**config.mk**
```make
export PLATFORM = sky130hd
export DESIGN_NAME = spike_rate_decoder
export DESIGN_NICKNAME = d
export VERILOG_FILES = /design/src/rtl/spike_rate_decoder.sv
export SDC_FILE = /design/constraint.sdc
export NUM_CORES = 1
export LEC_CHECK = 0
export ABC_AREA = 1
export ABC_CLOCK_PERIOD_IN_PS = 1950
export BUFFER_PORTS_ARGS = -buffer_cell sky130_fd_sc_hd__buf_2
export CAP_MARGIN = 5
export CORE_AREA = 2 2 63 65
export CTS_CLUSTER_DIAMETER = 50
export DETAILED_ROUTE_END_ITERATION = 8
export DIE_AREA = 0 0 65 67
export PLACE_DENSITY = 0.57
export SLEW_MARGIN = 25
export SYNTH_ARGS = -nofsm -noshare
export SYNTH_HDL_FRONTEND = slang
export SYNTH_SLANG_ARGS = --single-unit
```
**constraint.sdc**
```tcl
create_clock -name clk -period 1.95 [get_ports clk]
set_clock_uncertainty 0.1 [all_clocks]
set_input_delay 0.2925 -clock clk [delete_from_list [all_inputs] [get_ports clk]]
set_output_delay 0.2925 -clock clk [all_outputs]
set_load 0.03 [all_outputs]
```
**src/rtl/spike_rate_decoder.sv**
```systemverilog
// spike_rate_decoder: counts spikes over a WINDOW-cycle window and offers each result on a
// 1-deep valid/ready buffer. Define SPIKE_RATE_EMA_EN to output an EMA of the window counts.
module spike_rate_decoder #(
   parameter int unsigned WINDOW = 256,
   parameter int unsigned CNT_W  = 8
) (
   input  logic       clk,
   input  logic       rst,
   input  logic       spike,
   input  logic       enable,
   output logic [7:0] rate_out,
   output logic       rate_sat,
   output logic       rate_valid,
   input  logic       rate_ready,
   output logic       overrun
);

   localparam int unsigned       WC_W    = (WINDOW > 1) ? $clog2(WINDOW) : 1;
   localparam logic [WC_W-1:0]  WC_LAST = WC_W'(WINDOW - 1);
   localparam logic [CNT_W-1:0] SC_MAX  = {CNT_W{1'b1}};

   typedef enum logic {StEmpty, StFull} buf_state_e;

   buf_state_e       state_q;
   logic [WC_W-1:0]  wc_q;
   logic [CNT_W-1:0] sc_q;
   logic             sat_q;
   logic [CNT_W-1:0] sc_inc;
   logic             sat_inc;
   logic             win_end;
   logic [7:0]       count8;
   logic [7:0]       load_val;

   // sc_inc/sat_inc already include this cycle's spike, so they are the window result at win_end
   always_comb begin
      win_end = enable && (wc_q == WC_LAST);
      sc_inc  = sc_q;
      sat_inc = sat_q;
      if (enable && spike) begin
         if (sc_q == SC_MAX) begin
            sat_inc = 1'b1;
         end else begin
            sc_inc = sc_q + CNT_W'(1);
         end
      end
      count8              = '0;
      count8[CNT_W-1:0]   = sc_inc;
   end

   always_ff @(posedge clk) begin
      if (rst) begin
         wc_q  <= '0;
         sc_q  <= '0;
         sat_q <= 1'b0;
      end else if (enable) begin
         if (win_end) begin
            wc_q  <= '0;
            sc_q  <= '0;
            sat_q <= 1'b0;
         end else begin
            wc_q  <= wc_q + WC_W'(1);
            sc_q  <= sc_inc;
            sat_q <= sat_inc;
         end
      end
   end

`ifdef SPIKE_RATE_EMA_EN
   logic [7:0]        ema_q;
   logic [7:0]        ema_nx;
   logic signed [8:0] ema_diff;
   logic signed [8:0] ema_step;

   // ema += floor((count - ema) / 4); the result always stays within 0..255
   always_comb begin
      ema_diff = $signed({1'b0, count8}) - $signed({1'b0, ema_q});
      ema_step = ema_diff >>> 2;
      ema_nx   = ema_q + ema_step[7:0];
   end

   always_ff @(posedge clk) begin
      if (rst) begin
         ema_q <= '0;
      end else if (win_end) begin
         ema_q <= ema_nx;
      end
   end

   assign load_val = ema_nx;
`else
   assign load_val = count8;
`endif

   always_ff @(posedge clk) begin
      if (rst) begin
         state_q    <= StEmpty;
         rate_out   <= '0;
         rate_sat   <= 1'b0;
         rate_valid <= 1'b0;
         overrun    <= 1'b0;
      end else begin
         overrun <= 1'b0;
         unique case (state_q)
            StEmpty: begin
               if (win_end) begin
                  state_q    <= StFull;
                  rate_out   <= load_val;
                  rate_sat   <= sat_inc;
                  rate_valid <= 1'b1;
               end
            end
            StFull: begin
               if (win_end) begin
                  // accept and reload on the same edge so back-to-back results leave no bubble
                  if (rate_ready) begin
                     rate_out <= load_val;
                     rate_sat <= sat_inc;
                  end else begin
                     overrun <= 1'b1;
                  end
               end else if (rate_ready) begin
                  state_q    <= StEmpty;
                  rate_valid <= 1'b0;
               end
            end
            default: begin
               state_q    <= StEmpty;
               rate_valid <= 1'b0;
            end
         endcase
      end
   end

endmodule

```
==> results of run 1 <==
## sequential cells by signal (all words and copies together), names as in the netlist
name and count:
rate_out 8, wc_q 8, state_q 1, rate_sat 1
overrun 1, sc_q 8, rate_valid 1, sat_q 1
## layer usage
metal,vias to the layer above,track usage [%],wire length [um]
li1,698,-,-
met3,8,4.56,88
met1,569,18.2,1500
met2,22,24.1,1330
met5,-,0,0
met4,0,8.78,73
## cell usage after synthesis (2+ instances only)
cell / count / area (um^2)
sky130_fd_sc_hd__nand2_1: 58 / 218
sky130_fd_sc_hd__nor2_1: 38 / 143
sky130_fd_sc_hd__dfxtp_1: 29 / 581
sky130_fd_sc_hd__inv_1: 27 / 101
sky130_fd_sc_hd__nand3_1: 17 / 85.1
sky130_fd_sc_hd__a21oi_1: 8 / 40.0
sky130_fd_sc_hd__ha_1: 5 / 62.6
sky130_fd_sc_hd__nand4_1: 5 / 31.3
sky130_fd_sc_hd__o21ai_0: 4 / 20.0
sky130_fd_sc_hd__buf_2: 2 / 10.0
sky130_fd_sc_hd__clkbuf_1: 2 / 7.51
sky130_fd_sc_hd__nor3_1: 2 / 10.0
sky130_fd_sc_hd__nor3_2: 2 / 20.0
## worst max-delay path, stage by stage, from the launching register on
cell and delay, ps:
sky130_fd_sc_hd__dfxtp_4 360, sky130_fd_sc_hd__ha_4 150, sky130_fd_sc_hd__nand2_4 60, sky130_fd_sc_hd__nor2_4 110
sky130_fd_sc_hd__nand4_1 180, sky130_fd_sc_hd__ha_2 230, sky130_fd_sc_hd__nor2_2 110, sky130_fd_sc_hd__nand2_2 120
sky130_fd_sc_hd__clkinv_4 110, sky130_fd_sc_hd__nand3_1 80, sky130_fd_sc_hd__o211ai_1 90, sky130_fd_sc_hd__inv_1 50
## kinds of logic (layout without fill, tap and decap cells)
logic type / Yosys count / after routing / share of synthesized area [%]
buffers and inverters: 32 / 57 / 8.77
DFF: 29 / 29 / 41.5
adders and majority gates: 5 / 5 / 4.47
AOI/OAI and AO/OA: 14 / 14 / 5.37
and+or+nand+nor: 127 / 127 / 39.3
xor gates and xnor gates: 1 / 1 / 0.626
## power by group through the flow
stage	Combinational, mW	Clock (mW)	Sequential, mW
after global placement	0.0434	0	0.617
final	0.0489	0.503	0.606
after CTS	0.0439	0.522	0.605
after global routing	0.0549	0.552	0.606
after detailed placement	0.0440	0	0.618
after floorplan	0.0284	0	0.616
## what timing repair did
item / in CTS / in global routing
setup endpoints to repair: 5 / 10
pin swaps: 0 / 6
setup buffers: 0 / 2
resized for setup: 1 / 11
gates cloned: 0 / 1
## final timing paths
kind         startpoint  endpoint  slack (ps)  cells past startpoint
min          rate_ready   overrun         170                      4
max             wc_q[0]  rate_sat          90                     11
max reg2reg     wc_q[0]  rate_sat          90                     11
min reg2reg       sat_q     sat_q         350                      2
## through the flow
step           setup slack [ps]  area (um^2)  power, mW  hold slack [ps]  setup TNS (ps)
4_1_cts                    4.64         1640       1.17              167               0
2_1_floorplan              13.8         1420      0.645              332               0
6_report                   91.9         1700       1.16              174               0
3_5_place_dp              -48.4         1550      0.662              348           -52.5
5_1_grt                   -28.8         1700       1.21              195            -115
3_3_place_gp               15.7         1550      0.661              348               0
## area by class of cell
class	instances	area, um^2
Timing Repair inverter	1	6.26
Multi-Input combinational cell	147	733
Tap cell	48	60.1
Timing Repair Buffer	21	120
Inverter	28	110
Sequential cell	29	586
Clock buffer	7	86.3
Fill cell	373	1900
==> flow_summary.toml, run 1 <==
[power_and_ir_drop]
clock_power_share_pct = 43.4
ir_drop_mv = 0.372
seq_power_share_pct = 52.4
power_leakage_nw = 0.804
pwr_density_cell_nw_per_um2 = 680
power.switching_uw = 262
switching_share_pct = 22.6
internal_power_uw = 896
power_frac_comb_pct = 4.2

[synthesis]
synth_enable_flop_cells = 0
synthesis.yosys.warnings = 0
synth_cell_types = 22
synth-seq-area-share_pct = 41.5
ys_dominant_reg_cell = "sky130_fd_sc_hd__dfxtp_1"
synthesized_netlist_cell_count = 208
syn_area_um2 = 1400
syn-mean-instance-area_um2 = 6.73
synth_nets = 218
yosys_register_bits = 29
asyncSetResetFlopFracSynth_pct = 0

[detailed_routing]
number_of_vias_per_cell_after_detailed_routing = 4.62
routed_wirelength_mm = 3.00
drt_drc_violations_left = 0
drtAntennaViolNets = 0
route.detailed.wl_per_inst_um = 10.7
number_of_vias_in_the_routed_layout = 1297
drt_iter0_markers = 68
drt-pass1-iter-count = 4

[global_route]
grt_pass1_wl_mm = 4.97
gr-total-overflow = 0
grt_pass1_vias = 1196
antenna_found_initial = 0
grt_start_max_net_pins = 17
grt_util_all_layers_pct = 15.2

[setup_path]
critPathLaunchType = "flip-flop"
critical_path.endpoint_type = "flip-flop"
path_class = "reg -> reg"
timing.critical_path.arrival_ps = 1930
path_max_fanout = 8
worst_endpoint_required_time_ps = 2030

[cts]
max-clock-path-buffers = 2
ctsRootBufferMaster = "sky130_fd_sc_hd__clkbuf_8"
clock_sinks = 29
htree_num_levels = 2
cts-hold-fix-buffers = 0
clk_transition_reported_paths_ps = 60
cts_tree = "yes"
clock_latency_ps = 280
cts_inserted_buffers = 5

[die]
floorplan.core_area_um2 = 3610
die_h_um = 67
ios = 16
die_x_um = 65
site_row_count = 22
initial_core_util_pct = 38.8
die-area_um2 = 4360

[final_layout]
final_core_utilization_pct = 47.2
final_layout_size_suffix_gt1_share_pct = 18.9
layout_commonest_cell = "sky130_fd_sc_hd__nand2_1"
n_antenna_cell = 0
layout_common_cells = "sky130_fd_sc_hd__nand2_1, sky130_fd_sc_hd__nor2_1, sky130_fd_sc_hd__dfxtp_1"
fin_nets = 243
fin_cells = 281
area_delta_synth_final_pct = 21.6

[timing]
timing.final.hold_violations = 0
final_critical_delay_including_setup_and_external_delays_ps = 1860
worst_slew_margin_rel_pct = 82.5
count_of_final_max_slew_check_failures = 0
timing.final.crit_share_pct = 95.3
grt_setup_unrepaired = "yes"
worst_slew_pin_slew_ps = 260
achievable_frequency_mhz = 538
report.final.setup_viol = 0

[place]
placed_cells = 271
detailed_place_hpwl_mm = 2.12
io_buffer_count = 15
routability_congestion_estimate_from_global_placement = 0.860

[outcome]
run_status = "complete, no violations"

[hold_path]
hold_path_class = "in -> reg"

[flow_run]
max-cap-violations = 0
Note: power is estimated with default switching activity, not from simulation.
==> inputs of run 2 (changes only) <==
ABC_CLOCK_PERIOD_IN_PS = 2120   (was 1950)
PLACE_DENSITY = 0.55   (was 0.57)
clock period = 2.12 ns   (was 1.95 ns; I/O delays follow)
==> run 2 against run 1 <==
Effect of this change: clock power fell by 16%; setup slack improved by 84 ps; first-iteration DRC count fell by 21%; hold slack improved by 24 ps; non-clock buffer count rose by 3; power fell by 12%; highest routed layer unchanged; wire length fell by 4.3%; die area did not move; sequential power fell by 8.3%; sequential cell count did not move.
==> flow_summary.toml, run 2 (synthesized netlist as in run 1, its figures left out) <==
[outcome]
run_status = "complete, no violations"

[final_layout]
reg.largest.list = "rate_out x8, sc_q x8, wc_q x8"
final_area_um2 = 1690
final_layout_size_suffix_gt1_share_pct = 17.4
n_antenna_cell = 0
layout_common_cells = "sky130_fd_sc_hd__nand2_1, sky130_fd_sc_hd__nor2_1, sky130_fd_sc_hd__dfxtp_1"
fin_cells = 284
area_delta_synth_final_pct = 20.6
layout_commonest_cell = "sky130_fd_sc_hd__nand2_1"
fin_nets = 245
final_core_utilization_pct = 46.8
fillCellCount = 384

[power_and_ir_drop]
pwr_density_cell_nw_per_um2 = 605
ir_drop_mv = 0.415
post-layout-total-power_mw = 1.02
power_leakage_nw = 0.794

[die]
floorplan.core_area_um2 = 3610
die_h_um = 67
ios = 16
initial_core_util_pct = 38.8
die-area_um2 = 4360
die_x_um = 65
site_row_count = 22

[setup_path]
critical_path.endpoint_type = "flip-flop"
path_max_fanout = 11
path_class = "reg -> reg"
timing.critical_path.arrival_ps = 2070
worst_endpoint_required_time_ps = 2240
critPathLaunchType = "flip-flop"

[cts]
clock_sinks = 29
cts-hold-fix-buffers = 0
max-clock-path-buffers = 2
clock_latency_ps = 270
clk_transition_reported_paths_ps = 60
cts_tree = "yes"
ctsRootBufferMaster = "sky130_fd_sc_hd__clkbuf_8"
cts_inserted_buffers = 5
htree_num_levels = 2

[place]
routability_congestion_estimate_from_global_placement = 0.773
detailed_place_hpwl_mm = 2.19
io_buffer_count = 15
placed_cells = 273
pre_cts_setup_slack_ps = 2.59
placed_instance_area_um2 = 1570

[timing]
final.hold.worst_slack_ps = 198
worst_slew_margin_rel_pct = 82.6
final_sum_of_negative_setup_slack_ps = 0
count_of_final_max_slew_check_failures = 0
timing.final.hold_violations = 0
achievable_frequency_mhz = 514
worst_slew_pin_slew_ps = 260
timing.final.crit_share_pct = 91.7
report.final.setup_viol = 0
setup_ws_ps = 176
final_critical_delay_including_setup_and_external_delays_ps = 1940

[detailed_routing]
drtAntennaViolNets = 0
routed_wirelength_mm = 2.87
drt_iter0_markers = 54
number_of_vias_per_cell_after_detailed_routing = 4.47
route.detailed.wl_per_inst_um = 10.1
drt-pass1-iter-count = 4
drt_drc_violations_left = 0
number_of_vias_in_the_routed_layout = 1269

[global_route]
grt_pass1_wl_mm = 4.95
grt_pass1_vias = 1164
grt_start_max_net_pins = 20
gr-total-overflow = 0
antenna_found_initial = 0
grt_util_all_layers_pct = 15.1

[hold_path]
hold_path_class = "in -> reg"

[flow_run]
max-cap-violations = 0
==> run 2: worst paths after layout <==
check	start	end	slack, ps	cells after the start
hold reg to reg	rate_valid	rate_valid	360	2
setup reg to reg	wc_q[0]	rate_out[6]	180	13
hold / removal	rate_ready	overrun	200	4
setup / recovery	wc_q[0]	rate_out[6]	180	13
==> run 2: layout make-up <==
class / count / area (um^2) / share of cell area [%]
multi-input combinational: 147 / 703 / 41.7
inverter: 28 / 105 / 6.23
clock buffer: 8 / 80.1 / 4.75
timing repair buffer: 24 / 155 / 9.20
tap: 48 / 60.1 / 3.56
sequential: 29 / 583 / 34.6
==> run 2: per-layer routing <==
| layer | up-vias | routed length, um | track usage, % |
|---|---|---|---|
| li1 | 704 | - | - |
| met1 | 552 | 1420 | 18.6 |
| met2 | 9 | 1330 | 24.2 |
| met3 | 4 | 80 | 4.56 |
| met4 | 0 | 33 | 6.38 |
| met5 | - | 0 | 0 |
==> run 2: timing repair <==
item	4_1_cts	5_1_grt
gates cloned	0	0
pin swaps	1	2
endpoints found under the hold margin	0	0
endpoints found under the setup margin	1	9
setup buffers	0	3
resized for setup	1	5
==> run 2: worst max-delay path, cell delays in order (launching register included) <==
cell and delay (ps):
sky130_fd_sc_hd__dfxtp_2 340, sky130_fd_sc_hd__ha_1 160, sky130_fd_sc_hd__nand2_1 80, sky130_fd_sc_hd__nor2_2 110
sky130_fd_sc_hd__nand4_1 170, sky130_fd_sc_hd__ha_2 230, sky130_fd_sc_hd__nor2_1 110, sky130_fd_sc_hd__nand2_1 100
sky130_fd_sc_hd__inv_2 120, sky130_fd_sc_hd__buf_12 130, sky130_fd_sc_hd__nor2_1 40, sky130_fd_sc_hd__nor2_1 70
sky130_fd_sc_hd__o21ai_0 80, sky130_fd_sc_hd__inv_1 50
==> run 2: power by group <==
part,switching [mW],leakage (nW),internal [mW]
registers,0.00481,0.235,0.551
clock network,0.191,0.0395,0.232
logic,0.0263,0.519,0.0140
total,0.222,0.794,0.798
==> inputs of run 3 (changes only) <==
CTS_CLUSTER_DIAMETER = 120   (was 50)
GPL_TIMING_DRIVEN = 0   (was unset)
==> run 3 against run 2 <==
Effect of this change: register-to-register slack lost 50 ps; global-route usage grew 0.72 points; non-clock buffer count grew 2; cell count grew 0.35%; clock power grew 11%; utilization grew 1.7 points; critical endpoint unchanged.
==> flow_summary.toml, run 3 (synthesized netlist as in run 1, its figures left out) <==
[outcome]
run_status = "complete, no violations"

[setup_path]
cpPeakStageDelay_ps = 360
critical_path.endpoint_type = "flip-flop"
critPathLaunchType = "flip-flop"
worst_path_most_repeated_cell = "sky130_fd_sc_hd__nor2_1"
setup.reg_to_reg.worst_slack_ps = 130
path_class = "reg -> reg"
crit_chain = "ha_4 -> nand2_4 -> nor2_4 -> nand4_1 -> buf_6 -> ha_4 -> nor2_1 -> nand2_1 -> inv_2 -> buf_6 -> nor2_1 -> nor2_1 -> o21ai_0 -> inv_1"
path_max_fanout = 6
critPathSlowestCell = "sky130_fd_sc_hd__dfxtp_2"
worst_endpoint_required_time_ps = 2260
crit-reg2reg-capture = "rate_out[6]"
reg2reg_from = "wc_q[1]"
timing.critical_path.arrival_ps = 2130
cells_on_worst_reg2reg_path = 14

[die]
die_x_um = 65
ios = 16
site_row_count = 22
die_h_um = 67
die-area_um2 = 4360
floorplan.core_area_um2 = 3610
initial_core_util_pct = 38.8

[place]
placed_instance_area_um2 = 1530
io_buffer_count = 15
routability_congestion_estimate_from_global_placement = 0.804
pre_cts_setup_slack_ps = -395
detailed_place_hpwl_mm = 2.10

[cts]
cts_tree = "yes"
clk_transition_reported_paths_ps = 70
cts_inserted_buffers = 5
max-clock-path-buffers = 2
clock_latency_ps = 290
ctsRootBufferMaster = "sky130_fd_sc_hd__clkbuf_8"
clock_sinks = 29
htree_num_levels = 2

[detailed_routing]
number_of_vias_in_the_routed_layout = 1282
drt-pass1-iter-count = 5
number_of_vias_per_cell_after_detailed_routing = 4.50
drtAntennaViolNets = 0
route.detailed.wl_per_inst_um = 10.6
drt_drc_violations_left = 0
routed_wirelength_mm = 3.02
drt_iter0_markers = 51

[hold_path]
worstHoldStart = "rate_ready"
hold_path_class = "in -> reg"
holdPathStages = 4
timing.hold.worst_endpoint = "overrun"

[timing]
setup_ws_ps = 130
count_of_final_max_slew_check_failures = 0
report.final.setup_viol = 0
worst_slew_margin_rel_pct = 67.1
timing.final.crit_share_pct = 93.9
final.hold.worst_slack_ps = 181
worst_slew_pin_slew_ps = 493
timing.final.hold_violations = 0
achievable_frequency_mhz = 503
final_critical_delay_including_setup_and_external_delays_ps = 1990

[global_route]
grt_pass1_vias = 1145
grt_util_all_layers_pct = 15.8
antenna_found_initial = 0
grt_start_max_net_pins = 12
gr-total-overflow = 0
grt_pass1_wl_mm = 5.00

[final_layout]
area_delta_synth_final_pct = 25.0
fillCellCount = 374
reg.largest.list = "rate_out x8, sc_q x8, wc_q x8"
n_antenna_cell = 0
final_layout_size_suffix_gt1_share_pct = 19.4
layout_common_cells = "sky130_fd_sc_hd__nand2_1, sky130_fd_sc_hd__nor2_1, sky130_fd_sc_hd__dfxtp_1"
final_core_utilization_pct = 48.5
layout_commonest_cell = "sky130_fd_sc_hd__nand2_1"
final_area_um2 = 1750
fin_nets = 247

[power_and_ir_drop]
ir_drop_mv = 0.382
pwr_density_cell_nw_per_um2 = 613
power_leakage_nw = 0.821

[flow_run]
max-cap-violations = 0
## run 3: changes by cell type in the layout (fill, tap and decap cells not counted), moves of 2 or more
cell,before,now
sky130_fd_sc_hd__ha_4,0,3
sky130_fd_sc_hd__buf_6,0,3
sky130_fd_sc_hd__ha_2,2,0
sky130_fd_sc_hd__buf_4,8,5
## run 3: cell type report
| cell class | instances | area [um^2] | share of cell area (%) |
|---|---|---|---|
| tap | 48 | 60.1 | 3.44 |
| clock buffer | 6 | 82.6 | 4.72 |
| sequential | 29 | 583 | 33.4 |
| buffer | 4 | 30.0 | 1.72 |
| inverter | 28 | 105 | 6.01 |
| multi-input combinational | 147 | 751 | 42.9 |
| timing repair buffer | 22 | 129 | 7.37 |
| clock inverter | 1 | 7.51 | 0.429 |
## run 3: per-layer routing
metal	global-route usage, %	share of wire, %	vias to the layer above
met2	24.4	45	14
met4	7.98	1.4	0
li1	-	-	706
met3	6.59	3.4	4
met1	18.7	50	558
met5	0	0	-
## run 3: stage by stage
| stage | power (mW) | instances | TNS [ps] |
|---|---|---|---|
| finish | 1.07 | 285 | 0 |
| global route | 1.12 | 285 | -31.2 |
| CTS | 1.08 | 280 | 0 |
| detailed placement | 0.606 | 271 | -2890 |
| global placement | 0.607 | 271 | -3060 |
| floorplan | 0.592 | 208 | 0 |
## run 3: report_power, final
group / leakage, nW / internal, mW / switching, mW
registers: 0.235 / 0.551 / 0.00624
clock network: 0.0433 / 0.256 / 0.215
logic: 0.543 / 0.0153 / 0.0274
total: 0.821 / 0.823 / 0.248
## run 3: critical path: cells and delay by family (launching register included)
kind / cells / cell delay (ps)
adder cells (fa/ha/maj): 2 / 290
buffers and inverters: 4 / 460
flip-flops: 1 / 360
AND/OR/NAND/NOR: 7 / 610
AO/OA/AOI/OAI: 1 / 100
## run 3: worst max-delay path by stage
stage / endpoint / slack (ps) / start
floorplan: rate_sat / 7 / wc_q[0]
global placement: rate_sat / -420 / wc_q[0]
detailed placement: rate_sat / -390 / wc_q[0]
CTS: rate_sat / 10 / wc_q[1]
global route: rate_out[0] / -10 / wc_q[1]
finish: rate_out[6] / 130 / wc_q[1]
## run 3: what timing repair did
action	4_1_cts	5_1_grt
endpoints found under the setup margin	9	9
setup buffers	2	4
hold buffers	0	0
resized for setup	7	12
pin swaps	0	6
cloned	0	1
